**config.mk**
```make
export PLATFORM = sky130hd
export DESIGN_NAME = bus_device_port
export DESIGN_NICKNAME = d
export VERILOG_FILES = /design/src/rtl/bus_device_port.sv
export SDC_FILE = /design/constraint.sdc
export NUM_CORES = 1
export LEC_CHECK = 0
export ABC_AREA = 1
export BUFFER_PORTS_ARGS = -buffer_cell sky130_fd_sc_hd__buf_2
export CORE_UTILIZATION = 55
export CTS_BUF_LIST = sky130_fd_sc_hd__clkbuf_16
export DETAILED_ROUTE_END_ITERATION = 10
export PLACE_DENSITY = 0.76
export SYNTH_ARGS = -nofsm -noshare
export SYNTH_HDL_FRONTEND = slang
export SYNTH_SLANG_ARGS = --single-unit
```
**constraint.sdc**
```tcl
create_clock -name clk -period 8 [get_ports clk]
set_input_delay 0.8 -clock clk [delete_from_list [all_inputs] [get_ports clk]]
set_output_delay 0.8 -clock clk [all_outputs]
set_load 0.02 [all_outputs]
```
**src/rtl/bus_device_port.sv**
```systemverilog
// Device-side bus endpoint: host TX FIFO presented as pndng/D_pop, RX FIFO fed by a destination filter.
// Define BUS_PORT_STATS_EN to add saturating tx_sent_cnt / rx_acc_cnt / rx_drop_cnt outputs.
module bus_device_port #(
  parameter int         pckg_sz   = 16,
  parameter int         depth     = 8,
  parameter logic [7:0] id        = 8'h00,
  parameter logic [7:0] broadcast = 8'hFF
) (
  input  logic               clk,
  input  logic               reset,
  input  logic               wr_en,
  input  logic [pckg_sz-1:0] wr_data,
  output logic               tx_full,
  output logic               tx_ovf,
  output logic               pndng,
  output logic [pckg_sz-1:0] D_pop,
  input  logic               pop,
  input  logic               push,
  input  logic [pckg_sz-1:0] D_push,
  output logic               rx_valid,
  output logic [pckg_sz-1:0] rd_data,
  input  logic               rd_en,
  output logic               rx_drop
`ifdef BUS_PORT_STATS_EN
  ,
  output logic [15:0]        tx_sent_cnt,
  output logic [15:0]        rx_acc_cnt,
  output logic [15:0]        rx_drop_cnt
`endif
);

  localparam int AW = $clog2(depth);
  localparam int CW = AW + 1;

  typedef logic [depth-1:0][pckg_sz-1:0] mem_t;

  mem_t          tx_mem_q, tx_mem_d;
  logic [AW-1:0] tx_rd_ptr_q, tx_rd_ptr_d;
  logic [AW-1:0] tx_wr_ptr_q, tx_wr_ptr_d;
  logic [CW-1:0] tx_cnt_q, tx_cnt_d;
  logic          tx_ovf_q, tx_ovf_d;

  mem_t          rx_mem_q, rx_mem_d;
  logic [AW-1:0] rx_rd_ptr_q, rx_rd_ptr_d;
  logic [AW-1:0] rx_wr_ptr_q, rx_wr_ptr_d;
  logic [CW-1:0] rx_cnt_q, rx_cnt_d;
  logic          rx_drop_q, rx_drop_d;

  logic tx_nempty, tx_full_w, tx_wr_ok, tx_rd_ok;
  logic rx_nempty, rx_full_w, rx_hit, rx_wr_ok, rx_rd_ok;
  logic [7:0] rx_dst;

  // Status decodes come only from the registered counts, so full is never bypassed by a same-cycle pop.
  assign tx_nempty = (tx_cnt_q != '0);
  assign tx_full_w = (tx_cnt_q == CW'(depth));
  assign tx_wr_ok  = wr_en && !tx_full_w;
  assign tx_rd_ok  = pop && tx_nempty;

  assign rx_nempty = (rx_cnt_q != '0);
  assign rx_full_w = (rx_cnt_q == CW'(depth));
  assign rx_dst    = D_push[pckg_sz-1 -: 8];
  assign rx_hit    = push && ((rx_dst == id) || (rx_dst == broadcast));
  assign rx_wr_ok  = rx_hit && !rx_full_w;
  assign rx_rd_ok  = rd_en && rx_nempty;

  always_comb begin
    tx_mem_d    = tx_mem_q;
    tx_rd_ptr_d = tx_rd_ptr_q;
    tx_wr_ptr_d = tx_wr_ptr_q;
    tx_cnt_d    = tx_cnt_q;
    tx_ovf_d    = wr_en && tx_full_w;
    if (tx_wr_ok) begin
      tx_mem_d[tx_wr_ptr_q] = wr_data;
      tx_wr_ptr_d           = tx_wr_ptr_q + AW'(1);
    end
    if (tx_rd_ok) tx_rd_ptr_d = tx_rd_ptr_q + AW'(1);
    case ({tx_wr_ok, tx_rd_ok})
      2'b10:   tx_cnt_d = tx_cnt_q + CW'(1);
      2'b01:   tx_cnt_d = tx_cnt_q - CW'(1);
      default: tx_cnt_d = tx_cnt_q;
    endcase
  end

  always_comb begin
    rx_mem_d    = rx_mem_q;
    rx_rd_ptr_d = rx_rd_ptr_q;
    rx_wr_ptr_d = rx_wr_ptr_q;
    rx_cnt_d    = rx_cnt_q;
    rx_drop_d   = rx_hit && rx_full_w;
    if (rx_wr_ok) begin
      rx_mem_d[rx_wr_ptr_q] = D_push;
      rx_wr_ptr_d           = rx_wr_ptr_q + AW'(1);
    end
    if (rx_rd_ok) rx_rd_ptr_d = rx_rd_ptr_q + AW'(1);
    case ({rx_wr_ok, rx_rd_ok})
      2'b10:   rx_cnt_d = rx_cnt_q + CW'(1);
      2'b01:   rx_cnt_d = rx_cnt_q - CW'(1);
      default: rx_cnt_d = rx_cnt_q;
    endcase
  end

  always_ff @(posedge clk or posedge reset) begin
    if (reset) begin
      tx_mem_q    <= '0;
      tx_rd_ptr_q <= '0;
      tx_wr_ptr_q <= '0;
      tx_cnt_q    <= '0;
      tx_ovf_q    <= 1'b0;
      rx_mem_q    <= '0;
      rx_rd_ptr_q <= '0;
      rx_wr_ptr_q <= '0;
      rx_cnt_q    <= '0;
      rx_drop_q   <= 1'b0;
    end else begin
      tx_mem_q    <= tx_mem_d;
      tx_rd_ptr_q <= tx_rd_ptr_d;
      tx_wr_ptr_q <= tx_wr_ptr_d;
      tx_cnt_q    <= tx_cnt_d;
      tx_ovf_q    <= tx_ovf_d;
      rx_mem_q    <= rx_mem_d;
      rx_rd_ptr_q <= rx_rd_ptr_d;
      rx_wr_ptr_q <= rx_wr_ptr_d;
      rx_cnt_q    <= rx_cnt_d;
      rx_drop_q   <= rx_drop_d;
    end
  end

  // Heads read zero while empty so stale entries never leak onto the bus or host.
  assign pndng    = tx_nempty;
  assign tx_full  = tx_full_w;
  assign tx_ovf   = tx_ovf_q;
  assign D_pop    = tx_nempty ? tx_mem_q[tx_rd_ptr_q] : '0;
  assign rx_valid = rx_nempty;
  assign rd_data  = rx_nempty ? rx_mem_q[rx_rd_ptr_q] : '0;
  assign rx_drop  = rx_drop_q;

`ifdef BUS_PORT_STATS_EN
  logic [15:0] tx_sent_q, tx_sent_d;
  logic [15:0] rx_acc_q, rx_acc_d;
  logic [15:0] rx_dcnt_q, rx_dcnt_d;

  always_comb begin
    tx_sent_d = tx_sent_q;
    rx_acc_d  = rx_acc_q;
    rx_dcnt_d = rx_dcnt_q;
    if (tx_rd_ok && (tx_sent_q != 16'hFFFF)) tx_sent_d = tx_sent_q + 16'd1;
    if (rx_wr_ok && (rx_acc_q != 16'hFFFF))  rx_acc_d  = rx_acc_q + 16'd1;
    if (rx_drop_d && (rx_dcnt_q != 16'hFFFF)) rx_dcnt_d = rx_dcnt_q + 16'd1;
  end

  always_ff @(posedge clk or posedge reset) begin
    if (reset) begin
      tx_sent_q <= '0;
      rx_acc_q  <= '0;
      rx_dcnt_q <= '0;
    end else begin
      tx_sent_q <= tx_sent_d;
      rx_acc_q  <= rx_acc_d;
      rx_dcnt_q <= rx_dcnt_d;
    end
  end

  assign tx_sent_cnt = tx_sent_q;
  assign rx_acc_cnt  = rx_acc_q;
  assign rx_drop_cnt = rx_dcnt_q;
`endif

endmodule

```
==> results of run 1 <==
-- state kept, by name, indices dropped and copies added (netlist names) --
register	flops
rx_mem_q	128
tx_mem_q	128
rx_cnt_q	4
tx_cnt_q	4
rx_rd_ptr_q	3
rx_wr_ptr_q	3
tx_rd_ptr_q	3
tx_wr_ptr_q	3
rx_drop	1
tx_ovf	1
-- layer usage --
metal	global-route usage, %	routed length (um)	up-vias
li1	-	-	5438
met1	39.0	14700	5629
met2	48.6	16600	495
met3	3.72	2420	77
met4	9.66	1080	2
met5	0	10	-
-- path summary, 6_finish.rpt --
check                               start        endpoint  slack (ns)  depth (start not counted)
max                        tx_rd_ptr_q[0]        D_pop[4]        3.77                          8
min                                 reset  tx_wr_ptr_q[0]        0.43                          2
max reg2reg                   tx_cnt_q[0]     tx_cnt_q[3]        4.99                         12
min reg2reg                 rx_mem_q[108]   rx_mem_q[108]        0.47                          2
max in group asynchronous           reset   rx_mem_q[122]        5.46                          4
min in group clk            rx_mem_q[108]   rx_mem_q[108]        0.47                          2
-- cell type report --
class	count	area (sq um)	share of cell area (%)
clock buffer	30	751	5.13
clock inverter	25	180	1.23
inverter	51	195	1.33
multi-input combinational	1178	5650	38.6
sequential	278	6960	47.6
tap	319	399	2.73
timing repair buffer	91	498	3.40
-- power by group --
group	internal (mW)	switching [mW]	total, mW	leakage [nW]
Clock	0.743	0.562	1.31	0.475
Combinational	0.721	1.55	2.27	3.36
Sequential	1.75	0.257	2.01	3.67
-- synth_stat cells (8+ instances only) --
cell type	n	share of area, %
xor2_1	8	0.53
buf_4	8	0.45
nand4_1	91	4.3
nand2_1	457	13
dfrtp_1	278	52
nand3_1	8	0.30
o21ai_0	261	9.8
buf_2	14	0.53
nand4_2	18	1.7
o22ai_1	32	1.5
o211ai_1	33	1.9
nor2_1	236	6.7
buf_1	8	0.23
inv_1	46	1.3
clkbuf_2	9	0.34
clkbuf_1	81	2.3
ha_1	10	0.94
-- cells by family after synthesis --
family | after synthesis
xor+xnor | 13
buf+inv | 171
compound gates | 333
flops | 278
simple gates | 821
fa+ha+maj | 11
-- per-stage QoR --
| stage | hold WS, ns | area (sq um) |
|---|---|---|
| 2_1_floorplan | 0.444 | 13300 |
| 3_3_place_gp | 0.457 | 13700 |
| 3_5_place_dp | 0.460 | 13700 |
| 4_1_cts | 0.457 | 14600 |
| 5_1_grt | 0.481 | 14600 |
| 6_report | 0.426 | 14600 |
==> flow_summary.yaml, run 1 <==
critical_path:
  critPathSlowestCell: "clkinv_1"
  worst-endpoint-required_ns: 7.20
  path_buf_inv: 4
  slowest_delay_ns: 0.80
  arrival_ns: 3.43
  crit_top_cell: "buf_4"
  critPathLaunchType: "flop"
  path_max_fanout: 66
  critPathKind: "reg -> out"
  crit_chain: "buf_4 -> clkinv_1 -> buf_4 -> o21ai_0 -> o211ai_1 -> nand2_1 -> nor2_1 -> buf_2"
  crit_family: "buffers and inverters"
  endpoint_kind: "output port"
timing:
  tightest_slew_ns: 1.02
  hold_viol: 0
  timing.final.ws_setup_ns: 3.77
  fmax_mhz: 237
  min_period_ns: 4.23
  fin_skew_ns: 0.0118
  rsz0062_at_grt: "no"
  fin_crit_sh_pct: 52.9
  slew_headroom_pct: 32.1
  final_max_slew_viol_count: 0
  fin_tns_setup_ns: 0
  setup_viol: 0
detailed_routing:
  drc: 0
  wl_per_cell_um: 17.7
  drt_iter0_markers: 1229
  via_per_inst: 5.90
  vias: 11600
  final_antenna_net_count: 0
  drt-pass1-iter-count: 5
  postRouteWirelength_um: 34900
cells_and_area:
  antenna_cells: 0
  final_cells: 1972
  layout_commonest_cell: "nand2_1"
  final_core_util_pct: 62.0
  syn2layout_area_growth_pct: 10.1
  nFillCells: 2064
  drive_gt1_share_pct: 10.4
  final_nets: 1679
  final_cell_mix: "457 x nand2_1, 275 x dfrtp_1, 261 x o21ai_0"
grt:
  grt_max_degree: 98
  grt_usage_pct: 29.0
  grt_pass1_vias: 11100
  antenna_found_initial: 1
  grt_pass1_wl_um: 57100
  overflow: 0
synth:
  synth-seq-cells: 278
  synth_edf_count: 0
  synthMuxAreaShare_pct: 0
  synth_compound_area_share_pct: 13.5
  synth-seq-area-share_pct: 52.3
  synth-async-reset-ratio_pct: 100
  ys_warn_count: 0
  syn_avg_cell_area_sq_um: 8.17
  netlist_instances: 1627
  syn-num-nets: 1676
  synth_top_family_by_area: "simple AND/OR/NAND/NOR gates"
  synth_ff_type: "dfrtp_1"
  synth-xor-area-share_pct: 0.857
  synth.distinct_cells: 28
  yosys.area_share.simple_pct: 27.0
  yosys.area_share.adder_pct: 1.09
  netlist_area_sq_um: 13300
die:
  chipWidth_um: 157
  core_area_sq_um: 23600
  dieArea_sq_um: 24800
  rows: 56
  fp.dieH_um: 157
  io_pins: 75
  start_util_pct: 56.3
cts:
  post_cts_buffers: 0
  cts_tree: "done"
  cts_num_sinks: 278
  h-tree-depth: 1
  cts_resized: 0
  root_buffer: "clkbuf_16"
  cts_buffers: 30
  clk_pin_slew_worst_paths_ns: 0.06
  holdBufCountCts: 0
  clkLatencyLatePin_ns: 0.56
  clk_path_buf_depth: 3
run_status:
  outcome: "finished clean"
placement:
  gp_congestion: 0.822
  dp_slack_ns: 4.46
  io_buffers: 74
  dp_hpwl_um: 20400
  dp.cells: 1917
power_and_ir_drop:
  fin_total_pwr_mw: 5.59
  p_per_area_nw_per_um2: 382
  ir_drop_mv: 0.321
  leakage_nw: 7.50
worst_hold_path:
  timing.hold.worst.class: "in -> async"
run:
  max_cap_viol_count: 0
No activity file was read; power rests on OpenSTA's default activity.
==> inputs of run 2 (changes only) <==
clock period = 3.6 ns   (was 8 ns; I/O delays follow)
==> run 2 against run 1 <==
The run now ends with hold timing left. Clock power up 130%. Clock skew up 0.0062 ns. Critical path type unchanged. Via count up 1.0%. Combinational power up 130%. Critical path depth down 2. Flip-flop and latch count unchanged.
==> flow_summary.yaml, run 2 (same netlist as run 1, synthesis figures left out) <==
critical_path:
  worst-endpoint-required_ns: 3.24
  slowest_delay_ns: 0.64
  crit_chain: "buf_4 -> o21ai_0 -> o211ai_1 -> nand2_1 -> nor2_1 -> buf_2"
  critPathLaunchType: "flop"
  arrival_ns: 2.57
  endpoint_kind: "output port"
  path_max_fanout: 37
  critPathSlowestCell: "dfrtp_1"
  critPathKind: "reg -> out"
cts:
  cts_buffers: 29
  cts_num_sinks: 278
  root_buffer: "clkbuf_16"
  clkLatencyLatePin_ns: 0.55
  cts_tree: "done"
  cts_resized: 0
  clk_path_buf_depth: 3
  post_cts_buffers: 0
  h-tree-depth: 1
  clk_pin_slew_worst_paths_ns: 0.06
  holdBufCountCts: 0
die:
  io_pins: 75
  core_area_sq_um: 23600
  rows: 56
  start_util_pct: 56.3
  fp.dieH_um: 157
  chipWidth_um: 157
  dieArea_sq_um: 24800
placement:
  dp_hpwl_um: 21000
  io_buffers: 74
  gp_congestion: 0.883
  place_area_sq_um: 13800
  dp.cells: 1930
  dp_slack_ns: 0.985
cells_and_area:
  syn2layout_area_growth_pct: 11.2
  final_cells: 1982
  final_cell_mix: "457 x nand2_1, 276 x dfrtp_1, 261 x o21ai_0"
  reg_top3: "rx_mem_q x128, tx_mem_q x128"
  drive_gt1_share_pct: 10.9
  layout_commonest_cell: "nand2_1"
  final_core_util_pct: 62.6
  fin_area_sq_um: 14800
  final_nets: 1691
  antenna_cells: 0
power_and_ir_drop:
  p_per_area_nw_per_um2: 856
  leakage_nw: 7.58
  ir_drop_mv: 0.781
detailed_routing:
  postRouteWirelength_um: 35300
  drt_iter0_markers: 1294
  wl_per_cell_um: 17.8
  final_antenna_net_count: 0
  vias: 11800
  via_per_inst: 5.93
  drt-pass1-iter-count: 5
  drc: 0
grt:
  grt_pass1_wl_um: 57200
  overflow: 0
  grt_usage_pct: 29.2
  grt_max_degree: 111
  antenna_found_initial: 1
  grt_pass1_vias: 11100
timing:
  timing.final.ws_setup_ns: 0.666
  fmax_mhz: 341
  hold_slack_ns: -0.0171
  hold_viol: 8
  setup_viol: 0
  fin_skew_ns: 0.0180
  final_max_slew_viol_count: 0
  slew_headroom_pct: 34.4
  rsz0062_at_grt: "no"
  min_period_ns: 2.93
  tightest_slew_ns: 0.983
  fin_crit_sh_pct: 81.5
run_status:
  outcome: "finished with violations"
  failed_checks: "hold timing"
run:
  max_cap_viol_count: 0
worst_hold_path:
  timing.hold.worst.class: "in -> async"
run 2: cell types whose count changed in the layout (fill, tap and decap cells not counted), sizes merged:
cell,delta
inv,-4
clkbuf,-1
bufinv,+3
clkinvlp,-3
clkinv,+2
buf,+13
run 2: per-layer routing:
metal  global-route usage (%)  share of wire (%)
met1                     38.8                 42
met2                     48.3                 48
met3                     3.50                6.7
met4                     12.6                4.1
met5                        0              0.028
run 2: power breakdown:
part	switching, mW	leakage [nW]	internal [mW]
registers	0.626	3.67	3.89
logic	3.45	3.43	1.66
clock network	1.22	0.482	1.81
run 2: critical path, delay by kind of cell, from the launching register on:
kind	cells	cell delay (ns)
AOI/OAI and AO/OA	2	0.42
and+or+nand+nor	2	0.28
DFF	1	0.64
buffers and inverters	2	0.68
run 2: path summary, 6_finish.rpt:
check | start | to | slack (ns) | cells past startpoint
min in group clk | wr_en | tx_ovf | 0.07 | 3
max in group asynchronous | reset | tx_rd_ptr_q[0] | 2.77 | 3
setup / recovery | rx_rd_ptr_q[1] | rd_data[6] | 0.67 | 6
hold reg to reg | rx_mem_q[89] | rx_mem_q[89] | 0.48 | 2
setup reg to reg | rx_cnt_q[1] | rx_cnt_q[2] | 0.98 | 11
hold / removal | reset | rx_mem_q[36] | -0.02 | 3
run 2: through the flow:
stage               total power [mW]  TNS [ns]
floorplan                       8.00   -122.14
global placement                9.45         0
detailed placement              9.58         0
CTS                             12.6         0
global route                    13.5         0
finish                          12.7         0
run 2: area by class of cell:
type	count	area, sq um
Fill cell	2073	8840
Sequential cell	278	6960
Multi-Input combinational cell	1178	5650
Clock buffer	29	726
Timing Repair Buffer	104	621
Tap cell	319	399
Clock inverter	23	228
Inverter	51	195
==> inputs of run 3 (changes only) <==
clock period = 2.66 ns   (was 3.6 ns; I/O delays follow)
==> run 3 against run 2 <==
The run now ends clean. Routed wire length grew 1.5%. Setup slack got worse by 0.60 ns. Via count is 0.32% higher. Clock-buffer cell count stayed put. Utilization is 0.86 points higher. Register-to-register slack got worse by 0.65 ns. Global-route usage up 0.76 points. Die area did not move. Combinational power up 41%. Flip-flop and latch count is the same. Clock skew decreased by 0.0081 ns. Critical endpoint unchanged.
==> flow_summary.yaml, run 3 (same netlist as run 1, synthesis figures left out) <==
grt:
  antenna_found_initial: 2
  overflow: 0
  grt_usage_pct: 29.9
  grt_pass1_wl_um: 58400
  grt_max_degree: 126
  grt_pass1_vias: 11300
cells_and_area:
  reg_top3: "rx_mem_q x128, tx_mem_q x128"
  drive_gt1_share_pct: 12.1
  syn2layout_area_growth_pct: 12.7
  final_nets: 1710
  fin_area_sq_um: 15000
  multi_input_area_sq_um: 5650
  nFillCells: 1994
  seq_area_sq_um: 6960
  final_cell_mix: "457 x nand2_1, 276 x dfrtp_1, 261 x o21ai_0"
  layout_commonest_cell: "nand2_1"
timing:
  slew_headroom_pct: 35.1
  rsz0062_at_grt: "no"
  fmax_mhz: 386
  fin_crit_sh_pct: 97.4
  tightest_slew_ns: 0.971
  min_period_ns: 2.59
  timing.final.ws_setup_ns: 0.0694
  setup_viol: 0
  hold_viol: 0
  final_max_slew_viol_count: 0
  fin_skew_ns: 0.00987
detailed_routing:
  final_antenna_net_count: 0
  drc: 0
  vias: 11800
  drt_iter0_markers: 1192
  wl_per_cell_um: 17.9
  postRouteWirelength_um: 35800
  drt-pass1-iter-count: 8
  via_per_inst: 5.89
run_status:
  outcome: "finished clean"
placement:
  dp_slack_ns: 0.381
  io_buffers: 74
  place_area_sq_um: 14000
  dp_hpwl_um: 21300
  gp_congestion: 0.857
worst_hold_path:
  timing.hold.worst.class: "in -> reg"
critical_path:
  arrival_ns: 2.32
  path_max_fanout: 33
  critPathSlowestCell: "dfrtp_2"
  critPathKind: "reg -> out"
  slowest_delay_ns: 0.42
  worst-endpoint-required_ns: 2.39
  crit_chain: "inv_1 -> buf_4 -> nor2_1 -> o211ai_1 -> nand2_1 -> nor2_1 -> buf_2"
  crit_top_cell: "nor2_1"
  critPathLaunchType: "flop"
  endpoint_kind: "output port"
die:
  start_util_pct: 56.3
  io_pins: 75
  fp.dieH_um: 157
  rows: 56
  chipWidth_um: 157
  core_area_sq_um: 23600
  dieArea_sq_um: 24800
power_and_ir_drop:
  ir_drop_mv: 0.696
  leakage_nw: 7.68
  p_per_area_nw_per_um2: 1150
cts:
  root_buffer: "clkbuf_16"
  cts_tree: "done"
  clk_path_buf_depth: 3
  clkLatencyLatePin_ns: 0.54
  post_cts_buffers: 0
  cts_buffers: 29
  cts_num_sinks: 278
  h-tree-depth: 1
  clk_pin_slew_worst_paths_ns: 0.06
run:
  max_cap_viol_count: 0
==> run 3: cell types whose count changed in the layout (fill, tap and decap cells not counted), sizes merged <==
cell | before | now
dlygate4sd3 | 0 | 2
clkinvlp | 2 | 4
inv | 53 | 54
clkinv | 14 | 11
diode | 0 | 1
clkbuf | 29 | 30
buf | 104 | 120
==> run 3: through the flow <==
stage | TNS, ns | util, % | hold slack (ns) | std cells | power, mW
after CTS | 0 | 63.4 | 0.00145 | 2001 | 17.2
final | 0 | 63.4 | 0.0218 | 2002 | 17.3
after detailed placement | 0 | 59.2 | 0.204 | 1947 | 13.0
after global placement | 0 | 59.2 | 0.205 | 1947 | 12.8
after floorplan | -357.32 | - | 0.410 | 1627 | 10.8
after global routing | 0 | 63.4 | 0.00996 | 2002 | 18.5
==> run 3: worst paths after layout <==
path	depth (start not counted)	end	slack, ns	from
worst max register to register	7	tx_mem_q[115]	0.33	tx_cnt_q[0]
worst max-delay path	7	rd_data[6]	0.07	rx_rd_ptr_q[0]
max in group asynchronous	4	rx_mem_q[67]	1.55	reset
worst min-delay path	3	rx_mem_q[77]	0.02	D_push[13]
worst min register to register	2	rx_mem_q[90]	0.47	rx_mem_q[90]
min in group asynchronous	3	tx_wr_ptr_q[1]	0.19	reset
==> run 3: cell type report <==
class,count,share of cell area (%)
clock inverter,23,1.59
timing repair buffer,123,5.36
antenna,1,0.0167
clock buffer,29,4.84
sequential,278,46.5
tap,319,2.66
multi-input combinational,1178,37.7
inverter,51,1.35
==> run 3: timing repair <==
action / in CTS / in global routing
hold endpoints to repair: 5 / 0
hold buffers: 2 / 0
gates resized for setup: 0 / 5
endpoints found under the setup margin: 0 / 5
==> run 3: per-layer routing <==
| layer | wire length (um) | vias up | part of all wire [%] | track usage, % |
|---|---|---|---|---|
| li1 | - | 5489 | - | - |
| met1 | 14200 | 5655 | 40 | 38.7 |
| met2 | 17400 | 547 | 48 | 49.6 |
| met3 | 2850 | 105 | 8.0 | 4.87 |
| met4 | 1420 | 2 | 4.0 | 13.4 |
| met5 | 10 | - | 0.028 | 0 |
==> run 3: power by group <==
part           switching [mW]  internal (mW)  total [mW]  leakage, nW
Combinational            4.91           2.31        7.22         3.52
Sequential              0.678           5.27        5.95         3.67
Clock                    1.65           2.46        4.11        0.491
==> run 3: worst max-delay path: cells and delay by family, from the launching register on <==
family | cells | cell delay [ns]
AO/OA/AOI/OAI | 1 | 0.27
buffers and inverters | 3 | 0.66
flip-flops | 1 | 0.42
AND/OR/NAND/NOR | 3 | 0.42
